$ cat config.mk
export PLATFORM = sky130hd
export DESIGN_NAME = stopwatch_ctrl
export DESIGN_NICKNAME = d
export VERILOG_FILES = /design/src/rtl/stopwatch_ctrl_pkg.sv /design/src/rtl/bcd_digit.sv /design/src/rtl/stopwatch_ctrl.sv
export SDC_FILE = /design/constraint.sdc
export NUM_CORES = 1
export LEC_CHECK = 0
export ABC_AREA = 1
export CAP_MARGIN = 0
export CORE_ASPECT_RATIO = 0.8
export CORE_MARGIN = 2
export CORE_UTILIZATION = 55
export CTS_BUF_LIST = sky130_fd_sc_hd__clkbuf_4
export DETAILED_ROUTE_END_ITERATION = 8
export GPL_TIMING_DRIVEN = 0
export PLACE_DENSITY = 0.82
export SLEW_MARGIN = 10
export SYNTH_ARGS = -nofsm -noshare
export SYNTH_HDL_FRONTEND = slang
export SYNTH_SLANG_ARGS = --single-unit
export TNS_END_PERCENT = 100
$ cat constraint.sdc
create_clock -name clk -period 4.66 [get_ports clk]
set_input_delay 0.699 -clock clk [delete_from_list [all_inputs] [get_ports clk]]
set_output_delay 0.699 -clock clk [all_outputs]
set_load 0.03 [all_outputs]
$ cat src/rtl/stopwatch_ctrl_pkg.sv
// rtl/stopwatch_ctrl_pkg.sv - shared state encodings and BCD limits for the stopwatch
package stopwatch_ctrl_pkg;

  typedef enum logic [1:0] {
    S_IDLE  = 2'd0,
    S_RUN   = 2'd1,
    S_PAUSE = 2'd2
  } sw_state_t;

  localparam logic [3:0] BCD_LIMIT_9 = 4'd9;
  localparam logic [3:0] BCD_LIMIT_5 = 4'd5;

endpackage

$ cat src/rtl/bcd_digit.sv
// rtl/bcd_digit.sv - one BCD digit with wrap at limit and combinational carry-out
module bcd_digit (
  input  logic       clk,
  input  logic       reset,
  input  logic       clr,
  input  logic       inc,
  input  logic [3:0] limit,
  output logic [3:0] digit,
  output logic       carry
);

  assign carry = inc && (digit == limit);

  always_ff @(posedge clk) begin
    if (reset || clr) begin
      digit <= 4'd0;
    end else if (inc) begin
      digit <= carry ? 4'd0 : digit + 4'd1;
    end
  end

endmodule

$ cat src/rtl/stopwatch_ctrl.sv
// rtl/stopwatch_ctrl.sv - mm:ss stopwatch: command edges, run/pause FSM, prescaler, BCD cascade
module stopwatch_ctrl
  import stopwatch_ctrl_pkg::*;
#(
  parameter int CLK_HZ = 50000000
) (
  input  logic       clk,
  input  logic       reset,
  input  logic       start_stop,
  input  logic       clear,
  output logic [3:0] sec_ones,
  output logic [3:0] sec_tens,
  output logic [3:0] min_ones,
  output logic [3:0] min_tens,
  output logic       running,
  output logic       tick,
  output logic       wrap
);

  localparam int DIV = CLK_HZ;
  localparam int PW  = (DIV > 2) ? $clog2(DIV) : 1;
  localparam logic [PW-1:0] PRESC_MAX = PW'(DIV - 1);

  if (DIV < 2) begin : g_div_check
    $error("stopwatch_ctrl: CLK_HZ must be at least 2");
  end

  sw_state_t     state_q, state_d;
  logic [PW-1:0] presc_q;
  logic          ss_q, clr_q, armed_q;
  logic          ss_edge, clr_edge;
  logic          c_so, c_st, c_mo;

  // armed_q masks the first cycle after reset so a command already high at release is not an edge
  assign ss_edge  = armed_q && start_stop && !ss_q;
  assign clr_edge = armed_q && clear && !clr_q;

  always_ff @(posedge clk) begin
    if (reset) begin
      ss_q    <= 1'b0;
      clr_q   <= 1'b0;
      armed_q <= 1'b0;
    end else begin
      ss_q    <= start_stop;
      clr_q   <= clear;
      armed_q <= 1'b1;
    end
  end

  always_ff @(posedge clk) begin
    if (reset) begin
      state_q <= S_IDLE;
    end else begin
      state_q <= state_d;
    end
  end

  always_comb begin
    state_d = state_q;
    case (state_q)
      S_IDLE:  if (ss_edge) state_d = S_RUN;
      S_RUN:   if (ss_edge) state_d = S_PAUSE;
      S_PAUSE: if (ss_edge) state_d = S_RUN;
      default: state_d = S_IDLE;
    endcase
    if (clr_edge) begin
      state_d = S_IDLE;
    end
  end

  // held in PAUSE so a resume finishes the interrupted second
  always_ff @(posedge clk) begin
    if (reset || clr_edge) begin
      presc_q <= '0;
    end else if (state_q == S_RUN) begin
      presc_q <= (presc_q == PRESC_MAX) ? '0 : presc_q + 1'b1;
    end
  end

  assign running = (state_q == S_RUN);
  assign tick    = !reset && !clr_edge && (state_q == S_RUN) && (presc_q == PRESC_MAX);

  bcd_digit u_sec_ones (
    .clk(clk), .reset(reset), .clr(clr_edge), .inc(tick),
    .limit(BCD_LIMIT_9), .digit(sec_ones), .carry(c_so)
  );

  bcd_digit u_sec_tens (
    .clk(clk), .reset(reset), .clr(clr_edge), .inc(c_so),
    .limit(BCD_LIMIT_5), .digit(sec_tens), .carry(c_st)
  );

  bcd_digit u_min_ones (
    .clk(clk), .reset(reset), .clr(clr_edge), .inc(c_st),
    .limit(BCD_LIMIT_9), .digit(min_ones), .carry(c_mo)
  );

  bcd_digit u_min_tens (
    .clk(clk), .reset(reset), .clr(clr_edge), .inc(c_mo),
    .limit(BCD_LIMIT_5), .digit(min_tens), .carry(wrap)
  );

endmodule

==> results of run 1 <==
worst max-delay path by stage:
stage | startpoint | endpoint
global route | reset | wrap
floorplan | clear | tick
global placement | reset | wrap
detailed placement | reset | wrap
finish | reset | wrap
CTS | reset | wrap
cell type report:
cell class / count / area [sq um]
Multi-Input combinational cell: 262 / 1480
Buffer: 1 / 11.3
Inverter: 58 / 218
Timing Repair Buffer: 22 / 220
Sequential cell: 47 / 941
Tap cell: 60 / 75.1
Fill cell: 403 / 1610
Clock inverter: 3 / 27.5
Clock buffer: 5 / 37.5
metrics by stage:
stage	instances	total power [mW]	hold WS, ns	area (sq um)
global placement	450	0.446	0.437	2950
detailed placement	450	0.447	0.447	2950
global route	458	0.675	0.495	3010
finish	458	0.648	0.464	3010
floorplan	368	0.436	0.423	2650
CTS	458	0.654	0.466	3010
synthesized netlist by cell type:
library cell  instances  area share
o211ai_1              1      0.0028
nand4_1              11       0.026
nor4_1                4      0.0094
o21ai_2               1      0.0033
nor2_4                7       0.030
clkinv_1              1      0.0014
nand2_1              76        0.11
dfxtp_1              47        0.36
o21a_1                4       0.011
a221oi_1              2      0.0066
and3_1                2      0.0047
xnor2_1               3      0.0099
a21oi_1              20       0.038
nor2_2                3      0.0071
xor2_1                7       0.023
nor3_1               10       0.019
nand4_4               1      0.0080
buf_6                 1      0.0042
nor2_1               50       0.071
nor2_8                3       0.023
a21oi_2               1      0.0033
ha_1                  9       0.042
o21bai_1              1      0.0028
nand3_1              20       0.038
nand2_4               2      0.0085
nand3_4               1      0.0066
nand2_2               8       0.019
nand3b_1              1      0.0028
o21ai_0               9       0.017
inv_2                 8       0.011
a21boi_1              1      0.0028
o211a_1               1      0.0038
a211oi_1              2      0.0057
nor3_4                1      0.0061
inv_1                49       0.069
routing by layer:
metal / vias up / part of all wire / wire (microns)
li1: 1243 / - / -
met1: 1080 / 0.51 / 2750
met2: 59 / 0.43 / 2320
met3: 4 / 0.054 / 292
met4: 0 / 0.0076 / 41
met5: - / 0 / 0
worst max-delay path: cells and delay by family:
family                 cells  cell delay (ns)
and+or+nand+nor            6             0.86
buffers and inverters      3             1.20
report_power, final:
group	leakage, nW	internal [mW]	total, mW	switching (mW)
registers	0.380	0.405	0.407	0.00167
clock network	0.0337	0.0646	0.210	0.145
logic	0.857	0.00945	0.0312	0.0218
logic make-up after synthesis:
| kind of cell | synth area share |
|---|---|
| compound gates | 0.0973 |
| xor+xnor | 0.0331 |
| fa+ha+maj | 0.0425 |
| buf+inv | 0.0864 |
| flops | 0.355 |
| simple gates | 0.386 |
registers in the layout (all words and copies together), names as in the netlist:
name,flops
u_min_tens.digit,4
ss_q,1
presc_q,26
armed_q,1
u_sec_ones.digit,4
u_sec_tens.digit,4
state_q,2
clr_q,1
u_min_ones.digit,4
==> key figures, run 1 <==
Place
  • Dpl hpwl: between 4000 and 5000 microns
  • DP Worst Slack: 1.20 ns
  • GPL Wtd Cong: 0.941
  • Buffers on Ports: 22

Yosys
  • Mapped cell area: approximately 0.0027 sq mm
  • Syn_area_per_cell: about 7.2 sq um
  • Synth Register Bits: 47
  • Post-synthesis cell count: roughly 370
  • Syn. warnings: 0
  • Post-synthesis sequential area ratio: 0.355
  • Post-synth cell types: 35
  • Syn Nets: approximately 380

Detailed routing
  • Initial DRC Count: about 130
  • Detailed Routing Iterations Pass 1: 4
  • Routed wire length per instance: between 10 and 15 microns
  • Vias per inst: between 5 and 6
  • Final ANT Viol Nets: 0
  • Vias: roughly 2400
  • DRC Markers: 0
  • Final wirelength: 5410 microns

GRT
  • First-pass GRT wire length: just over 9000 microns
  • Grt met1 use: 0.305
  • M2 GR Usage: 0.336
  • Top Usage Layer GRT: met2
  • Number of global-route vias before repair: about 2200
  • GR Util met3: 0.0464
  • Largest net degree at the start of global routing: 18
  • Grt ovf: 0
  • Initial antenna violation count: 0
  • Global Route Usage Sum: 0.219

Power and ir drop
  • PD cells: about 220 mW/mm^2
  • Leak: ~1.3 nW
  • Maximum vdd drop: 153 uV

Outcome
  • Outcome: complete, no violations

Clock network
  • Longest Clk Path Bufs: 2
  • Total CTS buffers: 5
  • H-tree Lvls: 2
  • CTS tree: built
  • Clock Latency Late Sink: between 0.3 and 0.4 ns
  • Clock root buffer master: clkbuf_4
  • Clock transition at the registers of the reported paths: approximately 0.15 ns
  • Post-CTS Setup Bufs: 0
  • Post_cts resized: 0
  • # clock sinks: 47
  • Hold buffer count at CTS: 0

Final layout
  • Layout Utilization: 0.651
  • ANT cells: 0
  • Commonest non-fill, non-tap cell in the layout: nand2_1
  • Final nets: 410
  • Most frequent cells in the layout: nand2_1, nor2_1, inv_1
  • Layout cells sized above 1: 0.113
  • Area Growth Syn to Fin: 13.6%

Job
  • Max cap viols: 0

Worst setup path
  • Setup CP Type: input pin to output pin
  • FF-to-FF Start: presc_q[1]
  • Crit path DAT: 2.76 ns
  • FF-to-FF End: presc_q[20]
  • Data required, critical path: approximately 4.0 ns
  • Startpoint types: input pin
  • Critical Path Fanout Max: 10
  • Reg2reg setup slack: roughly 2.7 ns
  • R2R cell count: 10
  • Crit path cell chain: clkdlybuf4s50_1 > inv_1 > nand2_2 > nor2_4 > nand3_1 > nor2_1 > nand2_1 > nor2_1 > clkdlybuf4s50_1
  • Slowest stage cell, crit path: clkdlybuf4s50_1
  • CP max stage delay: 0.67 ns
  • Kind of end point of the critical path: output pin

Min path
  • Path type of the worst min-delay path: flip-flop to flip-flop
  • Hold Startpoint: state_q[0]
  • Hold depth: 1
  • Hold worst-path end: state_q[0]

Die
  • Cell Rows: 22
  • Full die area: 0.00539 sq mm
  • Die H: approximately 66 microns
  • IO Pins: 23
  • Initial Utilization: 0.573
  • Die width: just over 80 microns
  • CORE AREA: 0.00462 sq mm

Timing
  • Worst slew pin tran: approximately 0.49 ns
  • Skew final: 0.0148 ns
  • Crit share post-route: 0.743
  • Final-report setup violation count: 0
  • Max-slew violations: 0
  • Setup TNS: 0 ns
  • Minimum clock period: ~3.5 ns
  • RSZ-0062 raised after global routing: false
  • Relative slew slack: 0.672
  • Maximum clock frequency: approximately 290 MHz
  • Final hold vios: 0
  • Final setup margin: around 1.2 ns
(Power assumes the default switching activity.)
==> run 2, diff against run 1 <==
--- a/config.mk
+++ b/config.mk
@@ -9,11 +9,11 @@
 export CAP_MARGIN = 0
 export CORE_ASPECT_RATIO = 0.8
 export CORE_MARGIN = 2
-export CORE_UTILIZATION = 55
+export CORE_UTILIZATION = 54
 export CTS_BUF_LIST = sky130_fd_sc_hd__clkbuf_4
 export DETAILED_ROUTE_END_ITERATION = 8
 export GPL_TIMING_DRIVEN = 0
-export PLACE_DENSITY = 0.82
+export PLACE_DENSITY = 0.84
 export SLEW_MARGIN = 10
 export SYNTH_ARGS = -nofsm -noshare
 export SYNTH_HDL_FRONTEND = slang
==> constraint.sdc (replaced) <==
create_clock -name clk -period 2.8 [get_ports clk]
set_input_delay 0.42 -clock clk [delete_from_list [all_inputs] [get_ports clk]]
set_output_delay 0.42 -clock clk [all_outputs]
set_load 0.03 [all_outputs]
==> run 2 against run 1 <==
Critical path depth grew 2. First-iteration DRC count grew 15%. Worst setup slack worse by 0.99 ns. Clock skew rose by 0.0048 ns. Die area rose by 1.8%. Final cell count unchanged. Sequential share of layout area is 0.14 points lower. Global-route usage grew 1.6 points. Largest power group unchanged.
==> key figures, run 2 (synthesized netlist as in run 1, its figures left out) <==
Clock network
  • Total CTS buffers: 5 (unchanged)
  • Clock root buffer master: clkbuf_4
  • CTS tree: built
  • Longest Clk Path Bufs: 2 (unchanged)
  • Clock Latency Late Sink: 0.38 ns (about the same)
  • Clock transition at the registers of the reported paths: 0.15 ns (about the same)
  • # clock sinks: 47 (unchanged)
  • Post-CTS Setup Bufs: 0 (unchanged)
  • Hold buffer count at CTS: 0 (unchanged)
  • H-tree Lvls: 2 (unchanged)

Final layout
  • Final nets: 410 (unchanged)
  • Top reg by flops: presc_q
  • Most frequent cells in the layout: nand2_1, nor2_1, inv_1
  • Commonest non-fill, non-tap cell in the layout: nand2_1
  • Design Area, Final: 0.00302 sq mm (+0.46%)
  • Area Growth Syn to Fin: 14.1%
  • Layout cells sized above 1: 0.116 (+0.00251)
  • Layout Cells excl Fill: 458 (unchanged)
  • ANT cells: 0 (unchanged)
  • Max FFs per register: 26 (unchanged)

Power and ir drop
  • Leak: 1.29 nW (+1.4%)
  • Internal: 883 uW (+84%)
  • Clock group share of total power: 0.373 (+0.049)
  • Combinational share of power: 0.045 (-0.003)
  • PD cells: 384 mW/mm^2 (+79%)
  • Sw frac: 0.241 (-0.0199)
  • Seq pwr share: 0.583 (-0.045)
  • Sw power: 280 uW (+66%)
  • Maximum vdd drop: 274 uV (+79%)

Place
  • Dpl hpwl: 4360 microns (+4.0%)
  • DP Worst Slack: -0.158 ns (-1.36 ns)
  • DP Cell Count: 450 (unchanged)
  • Buffers on Ports: 22 (unchanged)
  • GPL Wtd Cong: 0.905 (-3.8%)
  • Placement Cell Area: 0.00295 sq mm (unchanged)

Timing
  • Maximum clock frequency: between 300 and 400 MHz
  • Crit share post-route: 0.927
  • Skew final: 0.0195 ns (+0.00478 ns)
  • Minimum clock period: 2.59 ns
  • Relative slew slack: 0.666 (-0.00522)
  • RSZ-0062 raised after global routing: false
  • Setup TNS: 0 ns (unchanged)
  • Final setup margin: 0.205 ns (-0.991 ns)
  • Final hold vios: 0 (unchanged)
  • Worst slew pin tran: 0.496 ns (+0.00776 ns)
  • Final-report setup violation count: 0 (unchanged)
  • Max-slew violations: 0 (unchanged)

Die
  • CORE AREA: 0.00465 sq mm (+0.60%)
  • IO Pins: 23 (unchanged)
  • Die H: 66.7 microns (+0.87%)
  • Full die area: 0.00549 sq mm (+1.8%)
  • Die width: 82.3 microns (+0.88%)
  • Initial Utilization: 0.570 (-0.00339)
  • Cell Rows: 22 (unchanged)

Detailed routing
  • Final ANT Viol Nets: 0 (unchanged)
  • Routed wire length per instance: 12.5 microns (+5.6%)
  • Final wirelength: 5710 microns (+5.6%)
  • DRC Markers: 0 (unchanged)
  • Vias per inst: 5.24 (+0.54%)
  • Vias: 2399 (+0.54%)
  • Initial DRC Count: 146 (+15%)
  • Detailed Routing Iterations Pass 1: 4 (unchanged)

Job
  • Max cap viols: 0 (unchanged)

Worst setup path
  • Kind of end point of the critical path: output pin
  • Crit path DAT: 2.17 ns (-0.59 ns)
  • Startpoint types: flip-flop
  • Setup CP Type: flip-flop to output pin
  • Critical Path Fanout Max: 4 (-6)
  • Data required, critical path: 2.38 ns (-1.58 ns)
  • FF-to-FF Start: presc_q[0]
  • Crit. Startpoint: presc_q[21]

GRT
  • Grt ovf: 0 (unchanged)
  • Initial antenna violation count: 0 (unchanged)
  • First-pass GRT wire length: 9820 microns (+5.9%)
  • Global Route Usage Sum: 0.234 (+0.0157)
  • Number of global-route vias before repair: 2207 (+2.2%)
  • Largest net degree at the start of global routing: 17 (-1)

Min path
  • Hold Startpoint: state_q[0]
  • Path type of the worst min-delay path: flip-flop to flip-flop

Outcome
  • Outcome: complete, no violations
## run 2: changes by cell type in the layout (fill, tap and decap cells not counted)
cell / change
clkinvlp_4: -1
clkbuf_2: +1
inv_8: -1
dlygate4sd2_1: +1
clkinv_4: +1
bufinv_16: +1
clkdlybuf4s50_1: -2
## run 2: power by group through the flow
stage               Clock, mW  Sequential (mW)  Combinational (mW)
floorplan                   0            0.691              0.0346
global placement            0            0.692              0.0510
detailed placement          0            0.692              0.0519
CTS                     0.439            0.677              0.0521
global route            0.471            0.678              0.0585
finish                  0.433            0.677              0.0523
## run 2: path summary, 6_finish.rpt
kind / cells past startpoint / slack [ns] / to
min: 1 / 0.46 / state_q[0]
max: 11 / 0.21 / wrap
max reg2reg: 10 / 0.83 / presc_q[22]
min reg2reg: 1 / 0.46 / state_q[0]
## run 2: final cells by class
class / instances / area, sq um
fill: 399 / 1630
inverter: 58 / 218
clock buffer: 5 / 37.5
sequential: 47 / 941
timing repair buffer: 22 / 214
tap: 60 / 75.1
buffer: 1 / 11.3
multi-input combinational: 262 / 1480
clock inverter: 3 / 47.5
## run 2: worst max-delay path, cell delays in order (launching register included)
cell and delay [ns]:
dfxtp_1 0.42, nand2_1 0.14, nor2_1 0.18, inv_1 0.07
nor2_1 0.08, nand2_1 0.08, nor2_1 0.13, nand3_1 0.08
nor2_1 0.19, nand2_1 0.11, nor2_1 0.09, clkbuf_2 0.20
## run 2: through the flow
stage | util | hold WS [ns] | power (mW)
finish | 0.650 | 0.463 | 1.16
global route | 0.650 | 0.495 | 1.21
CTS | 0.651 | 0.465 | 1.17
detailed placement | 0.633 | 0.445 | 0.744
global placement | 0.633 | 0.439 | 0.743
floorplan | - | 0.423 | 0.726
## run 2: routing by layer
| layer | GRT usage | vias up | share of wire |
|---|---|---|---|
| li1 | - | 1246 | - |
| met1 | 0.320 | 1095 | 0.51 |
| met2 | 0.366 | 48 | 0.43 |
| met3 | 0.0474 | 10 | 0.039 |
| met4 | 0.0813 | 0 | 0.016 |
| met5 | 0 | - | 0 |
## run 2: what timing repair did
action                     in CTS  in global routing
gates cloned                    0                  0
pin swaps                       0                  0
setup endpoints to repair       2                  1
resized for setup               2                  2
